**src/rtl/chess_ctrl_pkg.sv**
```systemverilog
// Shared constants and FSM encoding for the chess controller move-list path.
// Slot layout: {invalid, move[17:0]}, eight slots per LMG FIFO word.
package chess_ctrl_pkg;

    localparam int MOVE_W     = 18;
    localparam int SLOT_W     = 19;
    localparam int SLOTS      = 8;
    localparam int WORD_W     = SLOTS * SLOT_W;
    localparam int COUNT_ADDR = 16;
    localparam int BASE_ADDR  = 17;

    typedef enum logic [2:0] {
        S_IDLE,
        S_WAIT_LMG,
        S_POP,
        S_LATCH,
        S_SCAN,
        S_WR_COUNT,
        S_WR_TERM,
        S_DONE
    } state_e;

endpackage

```
**src/rtl/move_list_writer_if.sv**
```systemverilog
// LMG FIFO read side and RAM write side of the move-list writer.
// master = writer, slave = FIFO/RAM environment.
interface move_list_writer_if #(
    parameter int ADDR_WIDTH = 15
);
    import chess_ctrl_pkg::*;

    logic                  lmg_done;
    logic                  fifo_empty;
    logic [WORD_W-1:0]     fifo_data;
    logic                  fifo_rden;
    logic                  ram_wren;
    logic [ADDR_WIDTH-1:0] ram_wraddr;
    logic [31:0]           ram_data;

    modport master (
        input  lmg_done,
        input  fifo_empty,
        input  fifo_data,
        output fifo_rden,
        output ram_wren,
        output ram_wraddr,
        output ram_data
    );

    modport slave (
        output lmg_done,
        output fifo_empty,
        output fifo_data,
        input  fifo_rden,
        input  ram_wren,
        input  ram_wraddr,
        input  ram_data
    );

endinterface

```
**src/rtl/lmg_slot_select.sv**
```systemverilog
// Picks one {invalid, move} slot out of a latched LMG FIFO word.
// Purely combinational.
module lmg_slot_select
    import chess_ctrl_pkg::*;
(
    input  logic [WORD_W-1:0] word_i,
    input  logic [2:0]        idx_i,
    output logic              invalid_o,
    output logic [MOVE_W-1:0] move_o
);

    logic [SLOT_W-1:0] slot;

    assign slot      = word_i[idx_i * SLOT_W +: SLOT_W];
    assign invalid_o = slot[SLOT_W-1];
    assign move_o    = slot[MOVE_W-1:0];

endmodule

```
**src/rtl/move_list_writer.sv**
```systemverilog
// Drains LMG FIFO words into RAM as a move list, then writes the count
// word and a zero terminator.
module move_list_writer #(
    parameter int ADDR_WIDTH = 15,
    parameter int COUNT_ADDR = chess_ctrl_pkg::COUNT_ADDR,
    parameter int BASE_ADDR  = chess_ctrl_pkg::BASE_ADDR
) (
    input  logic               clk,
    input  logic               reset,
    input  logic               start,
    move_list_writer_if.master bus,
    output logic               busy,
    output logic               done,
    output logic [7:0]         move_count,
    output logic               overflow
);
    import chess_ctrl_pkg::*;

    state_e                state_q, state_d;
    logic [WORD_W-1:0]     word_q, word_d;
    logic [2:0]            slot_q, slot_d;
    logic [7:0]            count_q, count_d;
    logic                  ovf_q, ovf_d;
    logic                  seen_q, seen_d;

    logic                  slot_inv;
    logic [MOVE_W-1:0]     slot_move;
    logic [ADDR_WIDTH-1:0] list_addr;

    logic                  rden;
    logic                  wren;
    logic [ADDR_WIDTH-1:0] wraddr;
    logic [31:0]           wdata;

    lmg_slot_select u_sel (
        .word_i    (word_q),
        .idx_i     (slot_q),
        .invalid_o (slot_inv),
        .move_o    (slot_move)
    );

    assign list_addr = ADDR_WIDTH'(BASE_ADDR) + ADDR_WIDTH'(count_q);

    always_comb begin
        state_d = state_q;
        word_d  = word_q;
        slot_d  = slot_q;
        count_d = count_q;
        ovf_d   = ovf_q;
        seen_d  = seen_q;
        rden    = 1'b0;
        wren    = 1'b0;
        wraddr  = '0;
        wdata   = '0;
        unique case (state_q)
            S_IDLE, S_DONE: begin
                if (start) begin
                    state_d = S_WAIT_LMG;
                    count_d = '0;
                    ovf_d   = 1'b0;
                end
            end
            S_WAIT_LMG: begin
                if (bus.lmg_done) begin
                    state_d = bus.fifo_empty ? S_WR_COUNT : S_POP;
                end
            end
            S_POP: begin
                rden    = 1'b1;
                state_d = S_LATCH;
            end
            S_LATCH: begin
                word_d  = bus.fifo_data;
                slot_d  = '0;
                seen_d  = 1'b0;
                state_d = S_SCAN;
            end
            S_SCAN: begin
                slot_d = slot_q + 3'd1;
                if (!slot_inv) begin
                    seen_d = 1'b1;
                    // A full list drops further moves instead of wrapping
                    if (count_q == 8'hFF) begin
                        ovf_d = 1'b1;
                    end else begin
                        wren    = 1'b1;
                        wraddr  = list_addr;
                        wdata   = {14'b0, slot_move};
                        count_d = count_q + 8'd1;
                    end
                end
                if (slot_q == 3'd7) begin
                    state_d = (seen_d && !bus.fifo_empty) ? S_POP : S_WR_COUNT;
                end
            end
            S_WR_COUNT: begin
                wren    = 1'b1;
                wraddr  = ADDR_WIDTH'(COUNT_ADDR);
                wdata   = {23'b0, ovf_q, count_q};
                state_d = S_WR_TERM;
            end
            S_WR_TERM: begin
                wren    = 1'b1;
                wraddr  = list_addr;
                state_d = S_DONE;
            end
            default: state_d = S_IDLE;
        endcase
    end

    always_ff @(posedge clk or negedge reset) begin
        if (!reset) begin
            state_q <= S_IDLE;
            word_q  <= '0;
            slot_q  <= '0;
            count_q <= '0;
            ovf_q   <= 1'b0;
            seen_q  <= 1'b0;
        end else begin
            state_q <= state_d;
            word_q  <= word_d;
            slot_q  <= slot_d;
            count_q <= count_d;
            ovf_q   <= ovf_d;
            seen_q  <= seen_d;
        end
    end

    assign bus.fifo_rden  = rden;
    assign bus.ram_wren   = wren;
    assign bus.ram_wraddr = wraddr;
    assign bus.ram_data   = wdata;

    assign busy       = (state_q != S_IDLE) && (state_q != S_DONE);
    assign done       = (state_q == S_DONE);
    assign move_count = count_q;
    assign overflow   = ovf_q;

endmodule

```
**src/flat_wrapper.sv**
```systemverilog
// flat-port wrapper written by rule: the top's interface ports become plain ports
module move_list_writer_flat import chess_ctrl_pkg::*;
#(
    parameter int ADDR_WIDTH = 15,
    parameter int COUNT_ADDR = chess_ctrl_pkg::COUNT_ADDR,
    parameter int BASE_ADDR  = chess_ctrl_pkg::BASE_ADDR
)
  (clk, reset, start, busy, done, move_count, overflow, bus_lmg_done, bus_fifo_empty, bus_fifo_data, bus_fifo_rden, bus_ram_wren, bus_ram_wraddr, bus_ram_data);
  move_list_writer_if #(.ADDR_WIDTH(ADDR_WIDTH)) bus_i ();
  input  logic clk;
  input  logic reset;
  input  logic start;
  output logic busy;
  output logic done;
  output logic [7:0] move_count;
  output logic overflow;
  input wire logic [$bits(bus_i.lmg_done)-1:0] bus_lmg_done;
  input wire logic [$bits(bus_i.fifo_empty)-1:0] bus_fifo_empty;
  input wire logic [$bits(bus_i.fifo_data)-1:0] bus_fifo_data;
  output wire logic [$bits(bus_i.fifo_rden)-1:0] bus_fifo_rden;
  output wire logic [$bits(bus_i.ram_wren)-1:0] bus_ram_wren;
  output wire logic [$bits(bus_i.ram_wraddr)-1:0] bus_ram_wraddr;
  output wire logic [$bits(bus_i.ram_data)-1:0] bus_ram_data;
  assign bus_i.lmg_done = bus_lmg_done;
  assign bus_i.fifo_empty = bus_fifo_empty;
  assign bus_i.fifo_data = bus_fifo_data;
  assign bus_fifo_rden = bus_i.fifo_rden;
  assign bus_ram_wren = bus_i.ram_wren;
  assign bus_ram_wraddr = bus_i.ram_wraddr;
  assign bus_ram_data = bus_i.ram_data;
  move_list_writer #(.ADDR_WIDTH(ADDR_WIDTH), .COUNT_ADDR(COUNT_ADDR), .BASE_ADDR(BASE_ADDR)) u_core (.clk(clk), .reset(reset), .start(start), .bus(bus_i), .busy(busy), .done(done), .move_count(move_count), .overflow(overflow));
endmodule
```
**config.mk**
```make
export PLATFORM = sky130hd
export DESIGN_NAME = move_list_writer_flat
export DESIGN_NICKNAME = d
export VERILOG_FILES = /design/src/rtl/chess_ctrl_pkg.sv /design/src/rtl/move_list_writer_if.sv /design/src/rtl/lmg_slot_select.sv /design/src/rtl/move_list_writer.sv /design/src/flat_wrapper.sv
export SDC_FILE = /design/constraint.sdc
export NUM_CORES = 1
export LEC_CHECK = 0
export CORE_ASPECT_RATIO = 0.8
export CORE_MARGIN = 2
export CORE_UTILIZATION = 40
export DETAILED_ROUTE_END_ITERATION = 6
export GPL_ROUTABILITY_DRIVEN = 0
export PLACE_DENSITY = 0.77
export SYNTH_ARGS = -nofsm -noshare
export SYNTH_HDL_FRONTEND = slang
export SYNTH_SLANG_ARGS = --single-unit
```
**constraint.sdc**
```tcl
create_clock -name clk -period 5.7 [get_ports clk]
set_input_delay 1.71 -clock clk [delete_from_list [all_inputs] [get_ports clk]]
set_output_delay 1.71 -clock clk [all_outputs]
set_load 0.1 [all_outputs]
```
==> impl_metrics.yaml, run 1 <==
timing:
  finalCritPeriodShare_pct: 82.6
  worst_pin_slew_ps: 1030
  slew_headroom_pct: 31.4
  clock_skew_ps: 8.77
  clock.fmax_mhz: 212
  whs_ps: 500
  period_minus_slack_ps: 4710
  rsz0062_at_grt: "no"
  setup_tns_ps: 0
  slew_viol_final: 0
  hold_viol: 0
  setup-violations-final: 0
global_routing:
  grt_pass1_vias: 5463
  track_usage_pct: 18.6
  antenna_found_initial: 1
  grt_pass1_wl_um: 30000
  overflow: 0
  grt_max_degree: 89
floorplan:
  rows: 46
  core_area_um2: 19700
  die_w_um: 163
  die_height_um: 131
  start_util_pct: 40.7
  ioPinCount: 217
  die_area_um2: 21300
clocking:
  cts_resized: 0
  clk_pin_slew_ps: 60
  cts_htree_levels: 4
  insertion_delay_ps: 420
  cts_tree: "built"
  hold_buffers: 0
  cts_root_buf: "clkbuf_16"
  postCtsSetupRepairBufs: 0
  clk_path_buf_depth: 2
  clock-sinks: 168
  cts_buffers: 17
synthesis:
  synth_seq_area_share_pct: 52.3
  yosys.area_share.simple_pct: 4.40
  yosys_warnings: 0
  synthArstFlopShare_pct: 100
  syn_inst: 566
  synth_cell_types: 46
  synth_mux_area_share_pct: 34.5
  synth_common_cells: "dfrtp_1, mux2_2, mux4_2"
  yosysMostFrequentCell: "dfrtp_1"
  synth-compound-area-share_pct: 3.76
  synth_top_area_cell: "dfrtp_1"
  synth_area_um2: 8040
  syn_area_per_cell_um2: 14.2
  synthAdderAreaFrac_pct: 0.467
  synth-xor-area-share_pct: 0.544
  synth_top_family_by_area: "multiplexers"
  synthFlopType: "dfrtp_1"
  synth_area_leaders: "dfrtp_1, mux2_2, mux4_2"
  synth_top_area_share_pct: 52.3
  ys_ff_latch: 168
  synth_edf_count: 0
setup_path:
  start_kind: "flop"
  r2r-start: "u_core.state_q[2]$_DFFE_PN0P_"
  crit_type: "flop to output pin"
  worstPathMaxFanout: 12
  arrival_ps: 3000
  r2r_cells: 3
  cp-end-kind: "output pin"
  worstPathRequired_ps: 3990
  r2r_end: "u_core.word_q[129]$_DFFE_PN0P_"
  rrSetupSlack_ps: 3070
min_path:
  hold_path_end: "u_core.word_q[123]$_DFFE_PN0P_"
  min_path_type: "flop to flop"
  min_from: "u_core.word_q[123]$_DFFE_PN0P_"
  hold_depth: 1
routing:
  routed_wl_um: 19200
  drtIter0Drc: 231
  drc: 0
  vias_per_cell: 5.10
  via_count: 5250
  dr.pass1.iters: 5
  wl_per_cell_um: 18.7
  drt.antenna.violating_nets: 0
power:
  combPwrFrac_pct: 47.6
  p_leak_nw: 4.39
  p_sw_share_pct: 38.0
  internal_power_mw: 3.82
  seqPwrFrac_pct: 34.6
  vdd_ir_drop_max_mv: 0.223
  clkPwrFrac_pct: 17.8
  p_per_area_nw_per_um2: 565
  p_sw_mw: 2.34
final_layout:
  fin_nets: 913
  antennaDiodeCount: 0
  area_growth_syn_to_layout_pct: 35.6
  drive_gt1_share_pct: 34.4
  final_util_pct: 55.2
  fillers: 1614
outcome:
  status: "complete, no violations"
placement:
  dp_hpwl_um: 13700
  io_buffers: 196
flow_run:
  drv_cap: 0
==> per-layer routing <==
metal / vias up / global-route usage, % / share of wire (%)
met3: 25 / 5.87 / 6.7
li1: 2430 / - / -
met5: - / 0 / 0.057
met2: 168 / 28.9 / 46
met4: 2 / 5.67 / 1.6
met1: 2625 / 25.3 / 46
==> worst max-delay path, stage by stage (launching register included) <==
cell	delay, ps
dfrtp_2	400
mux4_2	530
mux2i_1	350
nand3_1	420
buf_4	350
a211oi_2	320
buf_12	210
==> final cells by class <==
type | count | area (um2) | area share [%]
Timing Repair Buffer | 207 | 2210 | 20.3
Tap cell | 264 | 330 | 3.03
Clock inverter | 11 | 118 | 1.08
Multi-Input combinational cell | 356 | 3590 | 32.9
Inverter | 3 | 11.3 | 0.103
Clock buffer | 20 | 437 | 4.00
Sequential cell | 168 | 4210 | 38.6
==> power groups by stage <==
stage / Sequential, mW / Combinational, mW / Clock, mW
2_1_floorplan: 2.07 / 2.20 / 0
3_3_place_gp: 2.12 / 2.93 / 0
3_5_place_dp: 2.14 / 2.96 / 0
4_1_cts: 2.13 / 2.97 / 1.13
5_1_grt: 2.20 / 3.12 / 1.19
6_report: 2.13 / 2.93 / 1.10
==> registers in the layout (all words and copies together) (netlist names) <==
register           flops
u_core.move_count      8
u_core.state_q         3
u_core.seen_q          1
u_core.word_q        152
u_core.slot_q          3
u_core.overflow        1
==> cell usage in the layout (no fill, tap or decap), drive strengths merged, types with 6 or more instances in the layout <==
cell type	instances
inv	8
conb	20
clkdlybuf4s50	167
buf	40
dfrtp	168
o21ai	14
mux4	38
nand3	6
mux2i	19
nand2	22
nor2	18
clkbuf	20
nor3	10
mux2	153
==> per-stage QoR <==
step	std cells	power [mW]	setup slack (ps)	instance area (um2)
after floorplan	585	4.28	83.6	8120
after CTS	1029	6.23	946	10900
after detailed placement	998	5.11	1420	10400
after global routing	1029	6.51	803	10900
final	1029	6.16	990	10900
after global placement	998	5.04	1520	10400
==> cells by family (layout without fill, tap and decap cells) <==
group	count (synthesis)	in the layout
muxes	210	210
other	1	20
and+or+nand+nor	74	74
buffers and inverters	61	241
adders and majority gates	3	3
DFF	168	168
AOI/OAI and AO/OA	44	44
xor gates and xnor gates	5	5
==> worst max-delay path by stage <==
stage | to | depth (start not counted) | from
floorplan | bus_ram_wraddr[3] | 5 | u_core.move_count[0]$_DFFE_PN0P_
global placement | bus_ram_wraddr[4] | 6 | u_core.slot_q[0]$_DFFE_PN0P_
detailed placement | bus_ram_wraddr[4] | 6 | u_core.slot_q[0]$_DFFE_PN0P_
CTS | bus_ram_wraddr[4] | 6 | u_core.slot_q[0]$_DFFE_PN0P_
global route | bus_ram_wraddr[4] | 6 | u_core.slot_q[0]$_DFFE_PN0P_
finish | bus_ram_wraddr[4] | 6 | u_core.slot_q[0]$_DFFE_PN0P_
(Power assumes the default switching activity.)
==> run 2, diff against run 1 <==
--- a/config.mk
+++ b/config.mk
@@ -10,7 +10,7 @@
 export CORE_UTILIZATION = 40
 export DETAILED_ROUTE_END_ITERATION = 6
 export GPL_ROUTABILITY_DRIVEN = 0
-export PLACE_DENSITY = 0.77
+export PLACE_DENSITY = 0.8
 export SYNTH_ARGS = -nofsm -noshare
 export SYNTH_HDL_FRONTEND = slang
 export SYNTH_SLANG_ARGS = --single-unit
==> constraint.sdc (replaced) <==
create_clock -name clk -period 4.1 [get_ports clk]
set_input_delay 1.23 -clock clk [delete_from_list [all_inputs] [get_ports clk]]
set_output_delay 1.23 -clock clk [all_outputs]
set_load 0.1 [all_outputs]
==> run 2 against run 1 <==
  * Sequential cell count is the same
  * Sequential power rose by 40%
  * Power grew 45%
  * Clock-buffer cell count decreased by 3
  * Final cell count increased by 0.29%
  * Largest cell class unchanged
  * Largest power group unchanged
==> impl_metrics.yaml, run 2 (same netlist as run 1, synthesis figures left out) <==
outcome:
  status: "complete, no violations"
timing:
  worst_pin_slew_ps: 1040
  hold_viol: 0
  clock_skew_ps: 13.0
  setup-violations-final: 0
  clock.fmax_mhz: 256
  rsz0062_at_grt: "no"
  slew_viol_final: 0
  period_minus_slack_ps: 3900
  slew_headroom_pct: 30.4
  finalCritPeriodShare_pct: 95.1
placement:
  io_buffers: 196
  dp.cells: 1001
  dp_hpwl_um: 14100
clocking:
  insertion_delay_ps: 420
  clk_pin_slew_ps: 60
  clk_path_buf_depth: 2
  cts_htree_levels: 4
  cts_tree: "built"
  clock-sinks: 168
  cts_buffers: 17
  cts_root_buf: "clkbuf_16"
  postCtsSetupRepairBufs: 0
  hold_buffers: 0
floorplan:
  start_util_pct: 40.7
  die_w_um: 163
  core_area_um2: 19700
  ioPinCount: 217
  rows: 46
  die_height_um: 131
  die_area_um2: 21300
final_layout:
  fin_nets: 916
  final_util_pct: 56.8
  register_area_um2: 4210
  largest_reg_flops: 152
  layout.cells.non_filler: 1032
  largest_register: "u_core.word_q"
  multiInputGateArea_um2: 3680
  area_growth_syn_to_layout_pct: 39.3
  final_common_cell: "dfrtp_1"
  fillers: 1613
  layout_common_cells: "dfrtp_1, clkdlybuf4s50_1, mux2_2, mux4_2, buf_12"
  antennaDiodeCount: 0
  drive_gt1_share_pct: 39.7
global_routing:
  grt_pass1_vias: 5552
  track_usage_pct: 18.9
  use_met2_pct: 30.7
  antenna_found_initial: 0
  grtUsageMet1_pct: 25.8
  globalRouteMet3Util_pct: 4.10
  overflow: 0
  grt_pass1_wl_um: 30800
  top_usage_layer: "met2"
  grt_max_degree: 80
power:
  internal_power_mw: 5.58
  p_leak_nw: 4.52
  vdd_ir_drop_max_mv: 0.601
  combPwrFrac_pct: 47.4
  clkPwrFrac_pct: 19.3
  p_sw_mw: 3.36
  p_per_area_nw_per_um2: 798
  finalPower_mw: 8.94
  seqPwrFrac_pct: 33.3
  p_sw_share_pct: 37.6
setup_path:
  worstPathMaxFanout: 20
  crit_type: "flop to output pin"
  arrival_ps: 2670
  cp-end-kind: "output pin"
  start_kind: "flop"
  worstPathRequired_ps: 2870
  crit_path_start: "u_core.slot_q[0]$_DFFE_PN0P_"
  r2r-start: "u_core.state_q[2]$_DFFE_PN0P_"
routing:
  via_count: 5353
  routed_wl_um: 19500
  wl_per_cell_um: 18.9
  drc: 0
  drt.antenna.violating_nets: 0
  vias_per_cell: 5.19
  dr.pass1.iters: 4
  drtIter0Drc: 306
flow_run:
  drv_cap: 0
min_path:
  min_path_type: "flop to flop"
  min_from: "u_core.seen_q$_DFFE_PN0P_"
## run 2: changes by cell type in the layout (fill, tap and decap cells not counted), moves of 4 or more
cell,before,now
clkdlybuf4s50_1,167,158
nor3_2,0,7
buf_12,19,29
o21ai_2,0,4
o21ai_0,14,5
nor3_1,10,3
nor2_2,0,9
inv_6,3,7
nor2_1,18,9
o21ai_1,0,5
## run 2: area by class of cell
type | instances | share of cell area, %
Timing Repair Buffer | 210 | 20.9
Sequential cell | 168 | 37.6
Tap cell | 264 | 2.95
Multi-Input combinational cell | 356 | 32.9
Inverter | 3 | 0.100
Clock buffer | 17 | 3.80
Clock inverter | 14 | 1.83
## run 2: worst paths after layout
path / end / slack [ps] / cells past startpoint
max: bus_ram_data[6] / 200 / 6
min: u_core.seen_q$_DFFE_PN0P_ / 480 / 2
max reg2reg: u_core.word_q[106]$_DFFE_PN0P_ / 1850 / 3
min reg2reg: u_core.seen_q$_DFFE_PN0P_ / 480 / 2
max in group asynchronous: u_core.word_q[122]$_DFFE_PN0P_ / 2390 / 3
min in group asynchronous: u_core.word_q[49]$_DFFE_PN0P_ / 730 / 1
## run 2: power by group through the flow
stage	sequential [mW]	clock, mW	combinational (mW)
after global routing	3.08	1.85	4.50
after global placement	2.95	0	4.20
after CTS	2.97	1.78	4.28
final	2.98	1.73	4.23
after floorplan	2.89	0	3.14
after detailed placement	2.99	0	4.26
## run 2: layer usage
| layer | up-vias | wire length, um |
|---|---|---|
| met2 | 167 | 9500 |
| met4 | 0 | 214 |
| li1 | 2438 | - |
| met3 | 17 | 989 |
| met5 | - | 0 |
| met1 | 2731 | 8760 |
## run 2: what timing repair did
item	CTS	global route
pin swaps	0	0
cloned	0	0
resized for setup	1	1
endpoints found under the setup margin	3	6
## run 2: metrics by stage
stage | instance area [um2] | hold WS, ps | setup slack, ps | setup TNS (ps)
2_1_floorplan | 8210 | 447 | -156 | -782
3_3_place_gp | 10600 | 465 | 492 | 0
3_5_place_dp | 10600 | 470 | 443 | 0
4_1_cts | 11200 | 484 | 102 | 0
5_1_grt | 11200 | 493 | 30.2 | 0
6_report | 11200 | 482 | 199 | 0
## run 2: worst max-delay path, stage by stage (launching register included)
cell,delay [ps]
dfrtp_4,440
mux4_2,530
mux2i_2,320
nand3_1,190
buf_4,270
o21ai_1,270
buf_12,210
==> run 3, diff against run 2 <==
--- a/config.mk
+++ b/config.mk
@@ -10,7 +10,8 @@
 export CORE_UTILIZATION = 40
 export DETAILED_ROUTE_END_ITERATION = 6
 export GPL_ROUTABILITY_DRIVEN = 0
-export PLACE_DENSITY = 0.8
+export PLACE_DENSITY = 0.71
+export REMOVE_ABC_BUFFERS = 1
 export SYNTH_ARGS = -nofsm -noshare
 export SYNTH_HDL_FRONTEND = slang
 export SYNTH_SLANG_ARGS = --single-unit
==> run 3 against run 2 <==
  * Power fell by 4.4%
  * Combinational power fell by 2%
  * Clock-buffer cell count rose by 3
  * Hold slack improved by 18 ps
  * First-iteration DRC count rose by 12%
  * Register-to-register slack improved by 110 ps
  * Sequential cell count did not move
  * Setup slack got worse by 9.1 ps
  * Maximum frequency fell by 0.23%
  * Via count rose by 0.77%
  * Critical endpoint is now bus_ram_data[2]
  * Critical path type unchanged
  * Global-route usage rose by 0.10 points
==> impl_metrics.yaml, run 3 (same netlist as run 1, synthesis figures left out) <==
outcome:
  status: "complete, no violations"
global_routing:
  track_usage_pct: 19.0
  grt_max_degree: 88
  antenna_found_initial: 1
  overflow: 0
  grt_pass1_vias: 5776
  grt_pass1_wl_um: 30700
floorplan:
  rows: 46
  core_area_um2: 19700
  die_area_um2: 21300
  die_w_um: 163
  start_util_pct: 40.7
  die_height_um: 131
  ioPinCount: 217
clocking:
  cts_htree_levels: 4
  cts_buffers: 17
  cts_root_buf: "clkbuf_16"
  hold_buffers: 0
  cts_resized: 0
  clk_path_buf_depth: 2
  postCtsSetupRepairBufs: 0
  insertion_delay_ps: 420
  cts_tree: "built"
  clk_pin_slew_ps: 60
  clock-sinks: 168
timing:
  setup_tns_ps: 0
  clock.fmax_mhz: 256
  slew_headroom_pct: 33.7
  whs_ps: 500
  clock_skew_ps: 7.00
  rsz0062_at_grt: "no"
  slew_viol_final: 0
  worst_pin_slew_ps: 995
  hold_viol: 0
  setup-violations-final: 0
  setup_ws_ps: 190
  finalCritPeriodShare_pct: 95.4
  period_minus_slack_ps: 3910
min_path:
  min_from: "u_core.word_q[126]$_DFFE_PN0P_"
  min_path_type: "flop to flop"
routing:
  via_count: 5394
  vias_per_cell: 5.23
  dr.pass1.iters: 4
  routed_wl_um: 19400
  drc: 0
  drt.antenna.violating_nets: 0
  drtIter0Drc: 344
  wl_per_cell_um: 18.8
power:
  p_per_area_nw_per_um2: 777
  p_leak_nw: 4.44
  vdd_ir_drop_max_mv: 0.780
placement:
  io_buffers: 196
  dp.cells: 1000
  dp_slack_ps: 510
  dp_hpwl_um: 14000
setup_path:
  crit_type: "flop to output pin"
  worstPathRequired_ps: 2870
  rrSetupSlack_ps: 1960
  cp-end-kind: "output pin"
  worstPathMaxFanout: 12
  start_kind: "flop"
  crit_path_start: "u_core.slot_q[0]$_DFFE_PN0P_"
  r2r-start: "u_core.state_q[2]$_DFFE_PN0P_"
  arrival_ps: 2680
final_layout:
  layout_common_cells: "dfrtp_1, clkdlybuf4s50_1, mux2_2, mux4_2, buf_12"
  largest_reg_flops: 152
  final_common_cell: "dfrtp_1"
  layout.cells.non_filler: 1031
  largest_register: "u_core.word_q"
  antennaDiodeCount: 0
  drive_gt1_share_pct: 36.1
  final_util_pct: 55.7
  area_growth_syn_to_layout_pct: 36.8
  fin_nets: 915
flow_run:
  drv_cap: 0
-- run 3: cell type report --
cell class | count | area (um2)
Multi-Input combinational cell | 356 | 3590
Sequential cell | 168 | 4210
Tap cell | 264 | 330
Timing Repair Buffer | 209 | 2330
Inverter | 3 | 11.3
Clock buffer | 20 | 437
Clock inverter | 11 | 92.6
Fill cell | 1603 | 8740
-- run 3: critical path: stages, from the launching register on --
cell     delay (ps)
dfrtp_2         410
mux4_2          540
mux2i_2         290
nand3_1         200
buf_4           250
o21ai_0         330
buf_12          220
-- run 3: final timing paths --
path	to	depth (start not counted)
setup reg to reg	u_core.word_q[2]$_DFFE_PN0P_	3
min in group asynchronous	u_core.word_q[92]$_DFFE_PN0P_	1
hold reg to reg	u_core.word_q[126]$_DFFE_PN0P_	1
max in group asynchronous	u_core.word_q[61]$_DFFE_PN0P_	2
hold / removal	u_core.word_q[126]$_DFFE_PN0P_	1
setup / recovery	bus_ram_data[2]	6
-- run 3: routing by layer --
| metal | track usage [%] | wire length [um] |
|---|---|---|
| met1 | 24.7 | 8100 |
| met3 | 6.66 | 1700 |
| met2 | 30.3 | 9290 |
| met5 | 0 | 0 |
| met4 | 6.04 | 328 |
-- run 3: metrics by stage --
step | area, um2 | total power, mW
final | 11000 | 8.55
after global routing | 11000 | 9.05
after CTS | 11000 | 8.60
after detailed placement | 10500 | 7.13
after global placement | 10500 | 6.96
after floorplan | 7800 | 6.04
-- run 3: where the power goes --
group / leakage, nW / switching [mW] / internal, mW
sequential: 1.98 / 0.475 / 2.49
clock: 0.248 / 0.680 / 0.781
combinational: 2.22 / 2.09 / 2.03
total: 4.44 / 3.25 / 5.30
